===== src/rtl/afifo_wr_arb_if.sv =====
// afifo_wr_arb_if -- requester / afifo write-side bundle for afifo_wr_arb.
//   req_valid [NREQ]           per-requester data valid
//   req_data  [NREQ*DATASIZE]  requester i data in [i*DATASIZE +: DATASIZE]
//   req_ready [NREQ]           per-requester accept
//   wfull                      afifo full flag (wclk domain)
//   winc / wdata               afifo write enable / data
//   grant_id                   current or last granted requester
//   busy                       arbiter holds a grant
// master: requesters + afifo side; slave: the arbiter.
interface afifo_wr_arb_if #(
    parameter int NREQ     = 4,
    parameter int DATASIZE = 8
);
    localparam int GW = $clog2(NREQ);

    logic [NREQ-1:0]          req_valid;
    logic [NREQ*DATASIZE-1:0] req_data;
    logic [NREQ-1:0]          req_ready;
    logic                     wfull;
    logic                     winc;
    logic [DATASIZE-1:0]      wdata;
    logic [GW-1:0]            grant_id;
    logic                     busy;

    modport master (
        output req_valid, req_data, wfull,
        input  req_ready, winc, wdata, grant_id, busy
    );

    modport slave (
        input  req_valid, req_data, wfull,
        output req_ready, winc, wdata, grant_id, busy
    );
endinterface


===== src/rtl/afifo_wr_arb.sv =====
// afifo_wr_arb -- round-robin arbiter sharing one afifo write port among
// NREQ requesters. A grant lasts up to BURST beats, or ends when the granted
// requester drops valid. Arbitration takes one IDLE cycle; there is no
// preemption.
//   wclk    write-domain clock
//   wrst_n  asynchronous active-low reset
//   bus     afifo_wr_arb_if.slave (requester handshakes, afifo write port,
//           grant_id, busy)
module afifo_wr_arb #(
    parameter int NREQ     = 4,
    parameter int DATASIZE = 8,
    parameter int BURST    = 4
) (
    input  logic           wclk,
    input  logic           wrst_n,
    afifo_wr_arb_if.slave  bus
);
    localparam int GW = $clog2(NREQ);
    localparam int CW = $clog2(BURST + 1);

    typedef enum logic {IDLE, GRANT} state_t;

    state_t        state_q, state_d;
    logic [GW-1:0] gnt_q, gnt_d;
    logic [GW-1:0] last_q, last_d;
    logic [CW-1:0] cnt_q, cnt_d;
    logic [GW-1:0] pick;
    logic          any_valid;
    logic          gnt_valid;
    logic          xfer;

    // Round-robin search starting one past the last granted requester.
    always_comb begin
        logic          found;
        int unsigned   idx;
        logic [GW-1:0] idx_g;
        found = 1'b0;
        pick  = last_q;
        idx   = 0;
        idx_g = '0;
        for (int unsigned k = 1; k <= NREQ; k++) begin
            idx   = (32'(last_q) + k) % NREQ;
            idx_g = GW'(idx);
            if (!found && bus.req_valid[idx_g]) begin
                pick  = idx_g;
                found = 1'b1;
            end
        end
    end

    always_comb begin
        any_valid = |bus.req_valid;
        gnt_valid = bus.req_valid[gnt_q];
        xfer      = (state_q == GRANT) && gnt_valid && !bus.wfull;
    end

    // State register
    always_ff @(posedge wclk or negedge wrst_n) begin
        if (!wrst_n) begin
            state_q <= IDLE;
            gnt_q   <= '0;
            last_q  <= GW'(NREQ - 1);
            cnt_q   <= '0;
        end else begin
            state_q <= state_d;
            gnt_q   <= gnt_d;
            last_q  <= last_d;
            cnt_q   <= cnt_d;
        end
    end

    // Next-state logic
    always_comb begin
        state_d = state_q;
        gnt_d   = gnt_q;
        last_d  = last_q;
        cnt_d   = cnt_q;
        case (state_q)
            IDLE: begin
                if (any_valid) begin
                    state_d = GRANT;
                    gnt_d   = pick;
                    cnt_d   = '0;
                end
            end
            GRANT: begin
                if (!gnt_valid) begin
                    state_d = IDLE;
                    last_d  = gnt_q;
                end else if (xfer) begin
                    cnt_d = cnt_q + 1'b1;
                    // Release on the edge that carries the BURST-th beat.
                    if (cnt_q == CW'(BURST - 1)) begin
                        state_d = IDLE;
                        last_d  = gnt_q;
                    end
                end
            end
            default: state_d = IDLE;
        endcase
    end

    // Outputs: decoded from registered state, so reset clears them at once.
    always_comb begin
        bus.req_ready = '0;
        bus.winc      = 1'b0;
        bus.wdata     = '0;
        bus.busy      = 1'b0;
        bus.grant_id  = gnt_q;
        if (state_q == GRANT) begin
            bus.busy             = 1'b1;
            bus.req_ready[gnt_q] = !bus.wfull;
            bus.winc             = gnt_valid && !bus.wfull;
            bus.wdata            = bus.req_data[gnt_q*DATASIZE +: DATASIZE];
        end
    end
endmodule


===== src/flat_wrapper.sv =====
// flat-port wrapper written by rule: the top's interface ports become plain ports
module afifo_wr_arb_flat 
#(
    parameter int NREQ     = 4,
    parameter int DATASIZE = 8,
    parameter int BURST    = 4
)
  (wclk, wrst_n, bus_req_valid, bus_req_data, bus_wfull, bus_req_ready, bus_winc, bus_wdata, bus_grant_id, bus_busy);
  afifo_wr_arb_if #(.NREQ(NREQ), .DATASIZE(DATASIZE)) bus_i ();
  input  logic wclk;
  input  logic wrst_n;
  input wire logic [$bits(bus_i.req_valid)-1:0] bus_req_valid;
  input wire logic [$bits(bus_i.req_data)-1:0] bus_req_data;
  input wire logic [$bits(bus_i.wfull)-1:0] bus_wfull;
  output wire logic [$bits(bus_i.req_ready)-1:0] bus_req_ready;
  output wire logic [$bits(bus_i.winc)-1:0] bus_winc;
  output wire logic [$bits(bus_i.wdata)-1:0] bus_wdata;
  output wire logic [$bits(bus_i.grant_id)-1:0] bus_grant_id;
  output wire logic [$bits(bus_i.busy)-1:0] bus_busy;
  assign bus_i.req_valid = bus_req_valid;
  assign bus_i.req_data = bus_req_data;
  assign bus_i.wfull = bus_wfull;
  assign bus_req_ready = bus_i.req_ready;
  assign bus_winc = bus_i.winc;
  assign bus_wdata = bus_i.wdata;
  assign bus_grant_id = bus_i.grant_id;
  assign bus_busy = bus_i.busy;
  afifo_wr_arb #(.NREQ(NREQ), .DATASIZE(DATASIZE), .BURST(BURST)) u_core (.wclk(wclk), .wrst_n(wrst_n), .bus(bus_i));
endmodule

===== config.mk =====
export PLATFORM = sky130hd
export DESIGN_NAME = afifo_wr_arb_flat
export DESIGN_NICKNAME = d
export VERILOG_FILES = /design/src/rtl/afifo_wr_arb_if.sv /design/src/rtl/afifo_wr_arb.sv /design/src/flat_wrapper.sv
export SDC_FILE = /design/constraint.sdc
export NUM_CORES = 1
export LEC_CHECK = 0
export ABC_AREA = 1
export CORE_MARGIN = 8
export CORE_UTILIZATION = 40
export CTS_CLUSTER_DIAMETER = 120
export DETAILED_ROUTE_END_ITERATION = 10
export PLACE_DENSITY_LB_ADDON = 0.3
export SLEW_MARGIN = 15
export SYNTH_ARGS = -nofsm -noshare
export SYNTH_HDL_FRONTEND = slang
export SYNTH_SLANG_ARGS = --single-unit

===== constraint.sdc =====
create_clock -name wclk -period 2.42 [get_ports wclk]
set_clock_uncertainty 0.15 [all_clocks]
set_input_delay 0.363 -clock wclk [delete_from_list [all_inputs] [get_ports wclk]]
set_output_delay 0.363 -clock wclk [all_outputs]
set_load 0.02 [all_outputs]

==> flow_metrics.env, run 1 <==
export IMPL_run_status="finished clean"
export IMPL_critPathBufInv=3
export IMPL_initial_core_util_pct=41.3
export IMPL_wl_per_cell_um=14.5
export IMPL_post_cts_buffers=0
export IMPL_core_mm2=0.00217
export IMPL_critPathArrivalTime_ns=1.78
export IMPL_timing_fmax_mhz=435
export IMPL_synth_fa_ha_area_share_pct=2.79
export IMPL_dp_slack_ns=0.0306
export IMPL_grt_pass1_wl_um=5510
export IMPL_vias=1111
export IMPL_slowest_delay_ns=0.63
export IMPL_yosysTopAreaCellShare_pct=22.6
export IMPL_die_area_mm2=0.00401
export IMPL_yosysUniqueCellTypes=26
export IMPL_synth_edf_count=0
export IMPL_drive_above_1_share_pct=19.2
export IMPL_synth_compound_area_share_pct=19.3
export IMPL_io_buffers=54
export IMPL_synth_ff_type="dfrtp_1"
export IMPL_synthXorXnorAreaFrac_pct=0.978
export IMPL_clock_path_buffers=2
export IMPL_syn_nets=177
export IMPL_tns_ns=0
export IMPL_setup_viol=0
export IMPL_regToRegStartpoint="u_core.last_q[0]"
export IMPL_synth_top_family_by_area="simple AND/OR/NAND/NOR gates"
export IMPL_die_h_um=63.3
export IMPL_hpwl_um=2750
export IMPL_ys_top_cells_by_area="nand2_1, dfrtp_1, a22oi_1"
export IMPL_drt_first_iter_violations=47
export IMPL_power_uw=1730
export IMPL_routed_wirelength_um=3280
export IMPL_grt_use_total_pct=16.8
export IMPL_cts_sinks=8
export IMPL_ys_top_cells_by_count="nand2_1, a22oi_1, a31oi_1, nand3_1, nand2_2"
export IMPL_rows=17
export IMPL_min_path_type="in -> async"
export IMPL_crit_family="buffers and inverters"
export IMPL_yosys_area_top_type="nand2_1"
export IMPL_synth_area_um2=896
export IMPL_syn_to_final_growth_pct=69.6
export IMPL_globalRoute_totalOverflow=0
export IMPL_place_gp_congestion=0.803
export IMPL_fin_crit_sh_pct=94.9
export IMPL_ant_nets=0
export IMPL_yosysWarnings=0
export IMPL_synthCells=136
export IMPL_fin_ws_ns=0.123
export IMPL_yosys_register_bits=8
export IMPL_hold_viol_final=0
export IMPL_grt_max_degree=11
export IMPL_cts_max_level=1
export IMPL_fillers=197
export IMPL_worstRegToRegCells=11
export IMPL_die_x_um=63.3
export IMPL_cts_clk_slew_worst_paths_ns=0.06
export IMPL_min_period_ns=2.30
export IMPL_p_per_area_mw_per_mm2=1140
export IMPL_final_max_slew_viol_count=0
export IMPL_clockRootBuffer="clkbuf_4"
export IMPL_fin_nets=240
export IMPL_path_max_fanout=4
export IMPL_clk_insertion_delay_late_ns=0.26
export IMPL_syn_avg_cell_area_um2=6.59
export IMPL_synthMuxAreaShare_pct=0
export IMPL_cts_repair_resized=11
export IMPL_cts_hold_buf=0
export IMPL_r2r_end="u_core.bus.grant_id[1]"
export IMPL_yosysMostFrequentCell="nand2_1"
export IMPL_drc=0
export IMPL_grt_pass1_vias=1142
export IMPL_worst_slew_pin_slew_ns=0.324
export IMPL_antenna_found_initial=0
export IMPL_numCtsBuffers=3
export IMPL_worstPathRequired_ns=1.91
export IMPL_yosys_area_share_simple_pct=45.3
export IMPL_slowest_stage="clkdlybuf4s50_1"
export IMPL_cp_end_kind="output port"
export IMPL_detail_route_vias_per_cell=4.92
export IMPL_leakage_uw=0.000740
export IMPL_ioPinCount=55
export IMPL_ys_seq_area_share_pct=22.6
export IMPL_slew_headroom_pct=78.3
export IMPL_cap_violations=0
export IMPL_criticalPathCategory="in -> out"
export IMPL_async_flop_share_pct=100
export IMPL_diodes=0
export IMPL_ir_drop_mv=0.750
export IMPL_crit_chain="clkdlybuf4s50_1, nor2_1, inv_1, nor2_1, clkdlybuf4s50_1"
export IMPL_cts_tree="done"
export IMPL_dr_pass1_iters=4
export IMPL_r2r_slack_ns=0.73
export IMPL_rsz0062_at_grt="no"
export IMPL_start_kind="input port"
[worst register-to-register path: stages (launching register included)]
cell and delay (ns):
dfstp_2 0.65, inv_4 0.08, nand2_1 0.07, nand2_1 0.08, nand2_1 0.08, nand2_2 0.09, inv_2 0.06, nand3_1 0.08
nand3_1 0.09, nand2_1 0.05, nand2_1 0.05, nand2_1 0.05
[per-stage QoR]
| stage | util, % | hold slack [ns] | cell area, um2 | std cells |
|---|---|---|---|---|
| global placement | 69.0 | 0.325 | 1500 | 222 |
| detailed placement | 69.0 | 0.330 | 1500 | 222 |
| floorplan | - | -0.0826 | 896 | 136 |
| global route | 70.0 | 0.227 | 1520 | 226 |
| finish | 70.0 | 0.207 | 1520 | 226 |
| CTS | 69.8 | 0.211 | 1510 | 226 |
[layout make-up]
class	instances	area [um2]	share of cell area, %
Inverter	12	53.8	3.54
Tap cell	28	35.0	2.31
Timing Repair Buffer	61	587	38.6
Multi-Input combinational cell	113	612	40.3
Clock buffer	4	26.3	1.73
Sequential cell	8	205	13.5
[state kept, by name, indices dropped and copies added, names as in the netlist]
register	cells
u_core.cnt_q	3
u_core.bus.grant_id	2
u_core.last_q	2
u_core.state_q	1
[worst max path at each step]
| stage | cells after the start | endpoint | slack, ns | start |
|---|---|---|---|---|
| after floorplan | 4 | bus_wdata[0] | 0.55 | u_core.bus.grant_id[1] |
| after global placement | 6 | bus_winc | 0.09 | bus_req_valid[3] |
| after detailed placement | 5 | bus_req_ready[1] | 0.03 | bus_wfull |
| after CTS | 5 | bus_req_ready[1] | 0.03 | bus_wfull |
| after global routing | 5 | bus_req_ready[3] | 0.03 | bus_wfull |
| final | 5 | bus_req_ready[3] | 0.12 | bus_wfull |
[cell usage in the layout (no fill, tap or decap), drive strengths merged]
cell type,n
clkdlybuf4s50,43
nand4,1
clkinv,1
nand2,65
a21oi,5
o22ai,1
dfrtp,6
o21ai,4
nor2,8
dlygate4sd2,9
nand3,8
ha,2
clkbuf,4
buf,7
nor3,2
a31oi,8
xor2,1
dlymetal6s2s,2
dfstp,2
a22oi,8
inv,11
[cell families (layout without fill, tap and decap cells)]
group,count (synthesis),after routing
AND/OR/NAND/NOR,84,84
AO/OA/AOI/OAI,26,26
buffers and inverters,15,77
flip-flops,8,8
adder cells (fa/ha/maj),2,2
XOR/XNOR,1,1
[routing by layer]
metal  part of all wire, %  vias up  global-route usage, %
li1                      -      578                      -
met3                   3.8        9                   3.00
met4                   2.9        0                   6.69
met1                    38      492                   17.3
met5                     0        -                      0
met2                    56       32                   32.2
[power by group]
group	total [uW]	switching (uW)	internal (uW)
Combinational	1300	780	518
Clock	116	52.6	63.5
Sequential	320	109	210
Total	1730	942	792
(Power assumes the default switching activity.)
==> inputs of run 2 (changes only) <==
--- a/config.mk
+++ b/config.mk
@@ -6,7 +6,7 @@
 export NUM_CORES = 1
 export LEC_CHECK = 0
 export ABC_AREA = 1
-export CORE_MARGIN = 8
+export CORE_MARGIN = 2
 export CORE_UTILIZATION = 40
 export CTS_CLUSTER_DIAMETER = 120
 export DETAILED_ROUTE_END_ITERATION = 10
==> flow_metrics.env, run 2 (synthesized netlist as in run 1, its figures left out) <==
export IMPL_run_status="finished clean"
export IMPL_antenna_found_initial=0
export IMPL_detail_route_vias_per_cell=4.98
export IMPL_crit_family="buffers and inverters"
export IMPL_sw_frac_of_total_pct=53.2
export IMPL_use_met1_pct=28.0
export IMPL_slowest_stage="clkdlybuf4s50_1"
export IMPL_cts_clk_slew_worst_paths_ns=0.06
export IMPL_crit_chain="clkdlybuf4s50_1, nor2_1, inv_1, nor3_1, clkdlybuf4s50_1"
export IMPL_routed_wirelength_um=3100
export IMPL_final_common_cell="nand2_1"
export IMPL_p_switching_uw=956
export IMPL_ant_nets=0
export IMPL_die_area_mm2=0.00263
export IMPL_clk_insertion_delay_late_ns=0.26
export IMPL_diodes=0
export IMPL_leakage_uw=0.000732
export IMPL_start_kind="input port"
export IMPL_slew_headroom_pct=77.1
export IMPL_worst_slew_pin_slew_ns=0.342
export IMPL_syn_to_final_growth_pct=73.0
export IMPL_worst_path_most_repeated_cell="clkdlybuf4s50_1"
export IMPL_hold_ws_ns=0.215
export IMPL_hold_viol_final=0
export IMPL_p_per_area_mw_per_mm2=1160
export IMPL_regToRegStartpoint="u_core.last_q[0]"
export IMPL_use_met3_pct=5.85
export IMPL_fin_crit_sh_pct=96.0
export IMPL_grt_max_degree=11
export IMPL_path_max_fanout=4
export IMPL_cts_tree="done"
export IMPL_grt_pass1_vias=1184
export IMPL_grt_met2_usage_pct=48.3
export IMPL_slowest_delay_ns=0.63
export IMPL_grt_use_total_pct=26.3
export IMPL_wl_per_cell_um=13.4
export IMPL_cts_max_level=1
export IMPL_min_period_ns=2.32
export IMPL_min_path_type="in -> async"
export IMPL_hpwl_um=2480
export IMPL_p_int_uw=843
export IMPL_io_buffers=54
export IMPL_critPathBufInv=3
export IMPL_rsz0062_at_grt="no"
export IMPL_grt_pass1_wl_um=5120
export IMPL_clockPowerShare_pct=6.4
export IMPL_startpoint="bus_wfull"
export IMPL_power_uw=1800
export IMPL_drt_first_iter_violations=43
export IMPL_largest_register_ffs=3
export IMPL_tns_ns=0
export IMPL_initial_core_util_pct=41.3
export IMPL_numCtsBuffers=3
export IMPL_critPathArrivalTime_ns=1.81
export IMPL_place_gp_congestion=0.812
export IMPL_dr_pass1_iters=4
export IMPL_timing_fmax_mhz=430
export IMPL_numPlacedInstances=225
export IMPL_cts_sinks=8
export IMPL_final_max_slew_viol_count=0
export IMPL_busiest_layer="met2"
export IMPL_die_x_um=51.3
export IMPL_mostFrequentLayoutCells="nand2_1, clkdlybuf4s50_1, buf_4"
export IMPL_drc=0
export IMPL_vias=1150
export IMPL_ir_drop_mv=0.775
export IMPL_ioPinCount=55
export IMPL_combPwrFrac_pct=76.9
export IMPL_regMostFlops="u_core.cnt_q"
export IMPL_cap_violations=0
export IMPL_globalRoute_totalOverflow=0
export IMPL_core_mm2=0.00217
export IMPL_worstPathRequired_ns=1.91
export IMPL_rows=17
export IMPL_clock_path_buffers=2
export IMPL_pwr_share_seq_pct=16.7
export IMPL_die_h_um=51.3
export IMPL_cp_end_kind="output port"
export IMPL_cts_hold_buf=0
export IMPL_fin_nets=245
export IMPL_postLayoutCoreUtil_pct=71.5
export IMPL_final_cells=231
export IMPL_setup_viol=0
export IMPL_drive_above_1_share_pct=20.7
export IMPL_criticalPathCategory="in -> out"
export IMPL_clockRootBuffer="clkbuf_4"
-- run 2: cell types whose count changed in the layout (fill, tap and decap cells not counted) --
cell / before / now
dfrtp_1: 4 / 5
dlymetal6s2s_1: 2 / 0
dfrtp_2: 2 / 1
buf_4: 7 / 12
clkdlybuf4s50_1: 43 / 45
-- run 2: worst paths after layout --
check / to / slack, ns / cells past startpoint
setup / recovery: bus_req_ready[1] / 0.1 / 5
hold / removal: u_core.cnt_q[0] / 0.22 / 1
setup reg to reg: u_core.bus.grant_id[1] / 0.72 / 11
hold reg to reg: u_core.last_q[1] / 0.34 / 2
max in group asynchronous: u_core.last_q[0] / 1.61 / 1
min in group wclk: u_core.last_q[1] / 0.34 / 2
-- run 2: through the flow --
stage                     setup WS, ns  cell area [um2]
after global routing           0.00239             1550
final                           0.0969             1550
after floorplan                  0.550              896
after global placement          0.0959             1520
after CTS                       0.0814             1550
after detailed placement        0.0806             1520
-- run 2: area by class of cell --
cell class / count / area (um2)
fillers: 198 / 619
flip-flops and latches: 8 / 204
multi-input cells: 113 / 612
inverters: 12 / 53.8
repair buffers: 66 / 619
clock buffers: 4 / 26.3
well taps: 28 / 35.0
-- run 2: power groups by stage --
stage / combinational, uW / clock (uW) / sequential [uW]
finish: 1380 / 115 / 301
global placement: 1370 / 0 / 293
CTS: 1380 / 118 / 301
global route: 1520 / 130 / 310
floorplan: 903 / 0 / 288
detailed placement: 1410 / 0 / 300
-- run 2: worst register-to-register path, cell delays in order, from the launching register on --
cell and delay [ns]:
dfstp_2 0.64, inv_4 0.08, nand2_1 0.08, nand2_1 0.08, nand2_1 0.08, nand2_2 0.09, inv_2 0.07, nand3_1 0.08
nand3_1 0.09, nand2_1 0.05, nand2_1 0.05, nand2_1 0.04
-- run 2: repair_timing --
| action | in CTS | in global routing |
|---|---|---|
| buffers inserted | 2 | 0 |
| resized for setup | 10 | 0 |
| setup endpoints to repair | 9 | 0 |
-- run 2: layer usage --
metal	up-vias	wire length, um	share of wire, %
met1	524	1270	41
met5	-	0	0
met4	0	91	2.9
li1	588	-	-
met2	28	1630	52
met3	10	111	3.6
==> inputs of run 3 (changes only) <==
--- a/config.mk
+++ b/config.mk
@@ -7,7 +7,7 @@
 export LEC_CHECK = 0
 export ABC_AREA = 1
 export CORE_MARGIN = 2
-export CORE_UTILIZATION = 40
+export CORE_UTILIZATION = 37
 export CTS_CLUSTER_DIAMETER = 120
 export DETAILED_ROUTE_END_ITERATION = 10
 export PLACE_DENSITY_LB_ADDON = 0.3
==> constraint.sdc (replaced) <==
create_clock -name wclk -period 2.3 [get_ports wclk]
set_clock_uncertainty 0.15 [all_clocks]
set_input_delay 0.345 -clock wclk [delete_from_list [all_inputs] [get_ports wclk]]
set_output_delay 0.345 -clock wclk [all_outputs]
set_load 0.02 [all_outputs]
==> flow_metrics.env, run 3 (synthesized netlist as in run 1, its figures left out) <==
export IMPL_start_kind="flop"
export IMPL_clockRootBuffer="clkbuf_4"
export IMPL_vias=1142
export IMPL_worst_slew_pin_slew_ns=0.380
export IMPL_grt_pass1_wl_um=4870
export IMPL_mostFrequentLayoutCells="nand2_1, clkdlybuf4s50_1, buf_4"
export IMPL_final_max_slew_viol_count=0
export IMPL_rows=17
export IMPL_fillers=213
export IMPL_path_max_fanout=8
export IMPL_cp_end_kind="output port"
export IMPL_p_per_area_mw_per_mm2=1190
export IMPL_place_gp_congestion=0.958
export IMPL_design_area_mm2=0.00156
export IMPL_initial_core_util_pct=39.7
export IMPL_worst_path_most_repeated_cell="nand2_4"
export IMPL_hold_ws_ns=0.224
export IMPL_p_switching_uw=986
export IMPL_wl_met2_um=1480
export IMPL_met1_length_um=1220
export IMPL_run_status="finished clean"
export IMPL_placedInstanceArea_mm2=0.00153
export IMPL_critPathBufInv=4
export IMPL_wl_per_cell_um=12.9
export IMPL_setup_viol=0
export IMPL_ant_nets=0
export IMPL_cts_hold_buf=0
export IMPL_min_path_type="in -> async"
export IMPL_p_int_uw=870
export IMPL_tns_ns=0
export IMPL_largest_register_ffs=3
export IMPL_clockPowerShare_pct=5.9
export IMPL_hold_viol_final=0
export IMPL_criticalPathCategory="reg -> out"
export IMPL_final_common_cell="nand2_1"
export IMPL_core_mm2=0.00225
export IMPL_slowest_stage="dfrtp_2"
export IMPL_pwr_share_seq_pct=17.9
export IMPL_die_h_um=53.2
export IMPL_sw_frac_of_total_pct=53.1
export IMPL_clk_insertion_delay_late_ns=0.26
export IMPL_crit_family="buffers and inverters"
export IMPL_r2r_end="u_core.bus.grant_id[1]"
export IMPL_drc=0
export IMPL_ioPinCount=55
export IMPL_drt_first_iter_violations=28
export IMPL_seqCellArea_um2=205
export IMPL_regMostFlops="u_core.cnt_q"
export IMPL_r2r_slack_ns=0.57
export IMPL_final_cells=230
export IMPL_syn_to_final_growth_pct=73.6
export IMPL_slowest_delay_ns=0.44
export IMPL_rsz0062_at_grt="no"
export IMPL_io_buffers=54
export IMPL_fin_nets=245
export IMPL_cts_clk_slew_worst_paths_ns=0.06
export IMPL_cts_sinks=8
export IMPL_globalRoute_totalOverflow=0
export IMPL_grt_pass1_vias=1132
export IMPL_power_uw=1860
export IMPL_drive_above_1_share_pct=21.3
export IMPL_multi_input_comb_area_um2=612
export IMPL_regToRegStartpoint="u_core.last_q[0]"
export IMPL_grt_use_total_pct=23.4
export IMPL_combPwrFrac_pct=76.2
export IMPL_fin_crit_sh_pct=96.1
export IMPL_hpwl_um=2400
export IMPL_timing_fmax_mhz=453
export IMPL_leakage_uw=0.000757
export IMPL_worstPathRequired_ns=1.80
export IMPL_worstRegToRegCells=11
export IMPL_routed_wirelength_um=2970
export IMPL_numCtsBuffers=3
export IMPL_routed_wl_met3_um=250
export IMPL_detail_route_vias_per_cell=4.97
export IMPL_cts_tree="done"
export IMPL_grt_max_degree=11
export IMPL_routed_top_layer="met4"
export IMPL_critPathArrivalTime_ns=1.71
export IMPL_clock_path_buffers=2
export IMPL_antenna_found_initial=0
export IMPL_min_period_ns=2.21
export IMPL_crit_chain="inv_2, nor2_4, buf_4, nand2_4, nand4_4, nand2_4, inv_4, clkdlybuf4s15_1"
export IMPL_startpoint="u_core.bus.grant_id[0]"
export IMPL_ir_drop_mv=0.994
export IMPL_cap_violations=0
export IMPL_die_x_um=53.2
export IMPL_numPlacedInstances=226
export IMPL_cts_max_level=1
export IMPL_die_area_mm2=0.00283
export IMPL_slew_headroom_pct=74.6
export IMPL_dr_pass1_iters=4
export IMPL_diodes=0
## run 3: cell types whose count changed in the layout (fill, tap and decap cells not counted)
cell	delta
clkbuf_1	-1
clkdlybuf4s15_1	+2
clkdlybuf4s50_1	-2
dfrtp_1	-1
dfrtp_2	+1
dlygate4sd2_1	-2
dlymetal6s2s_1	+2
## run 3: per-stage QoR
stage / worst slack [ns] / util [%]
2_1_floorplan: 0.448 / -
3_3_place_gp: 0.0365 / 67.7
3_5_place_dp: 0.0211 / 67.7
4_1_cts: 0.0257 / 68.6
5_1_grt: 0.00465 / 69.0
6_report: 0.0902 / 69.0
## run 3: timing repair
item,CTS,global route
buffers inserted,1,0
gates resized for setup,11,4
pin swaps,1,0
endpoints found under the setup margin,9,4
## run 3: cell type report
cell class | instances | share of cell area, %
well taps | 28 | 2.25
repair buffers | 66 | 40.3
flip-flops and latches | 8 | 13.2
clock buffers | 3 | 1.45
multi-input cells | 113 | 39.3
inverters | 12 | 3.46
## run 3: worst max-delay path by stage
stage	cells past startpoint	endpoint	slack, ns
2_1_floorplan	4	bus_wdata[0]	0.45
3_3_place_gp	6	bus_winc	0.04
3_5_place_dp	6	bus_winc	0.02
4_1_cts	5	bus_req_ready[1]	0.03
5_1_grt	6	bus_wdata[4]	0.005
6_report	8	bus_winc	0.09
## run 3: metal layers
layer,GRT usage (%),vias to the layer above
met5,0,-
met1,25.4,504
met4,10.7,0
met3,3.67,4
met2,43.4,46
li1,-,588
## run 3: power groups by stage
| stage | sequential (uW) | combinational (uW) | clock (uW) |
|---|---|---|---|
| floorplan | 303 | 950 | 0 |
| global placement | 323 | 1420 | 0 |
| detailed placement | 330 | 1460 | 0 |
| CTS | 332 | 1420 | 112 |
| global route | 344 | 1570 | 119 |
| finish | 332 | 1420 | 109 |
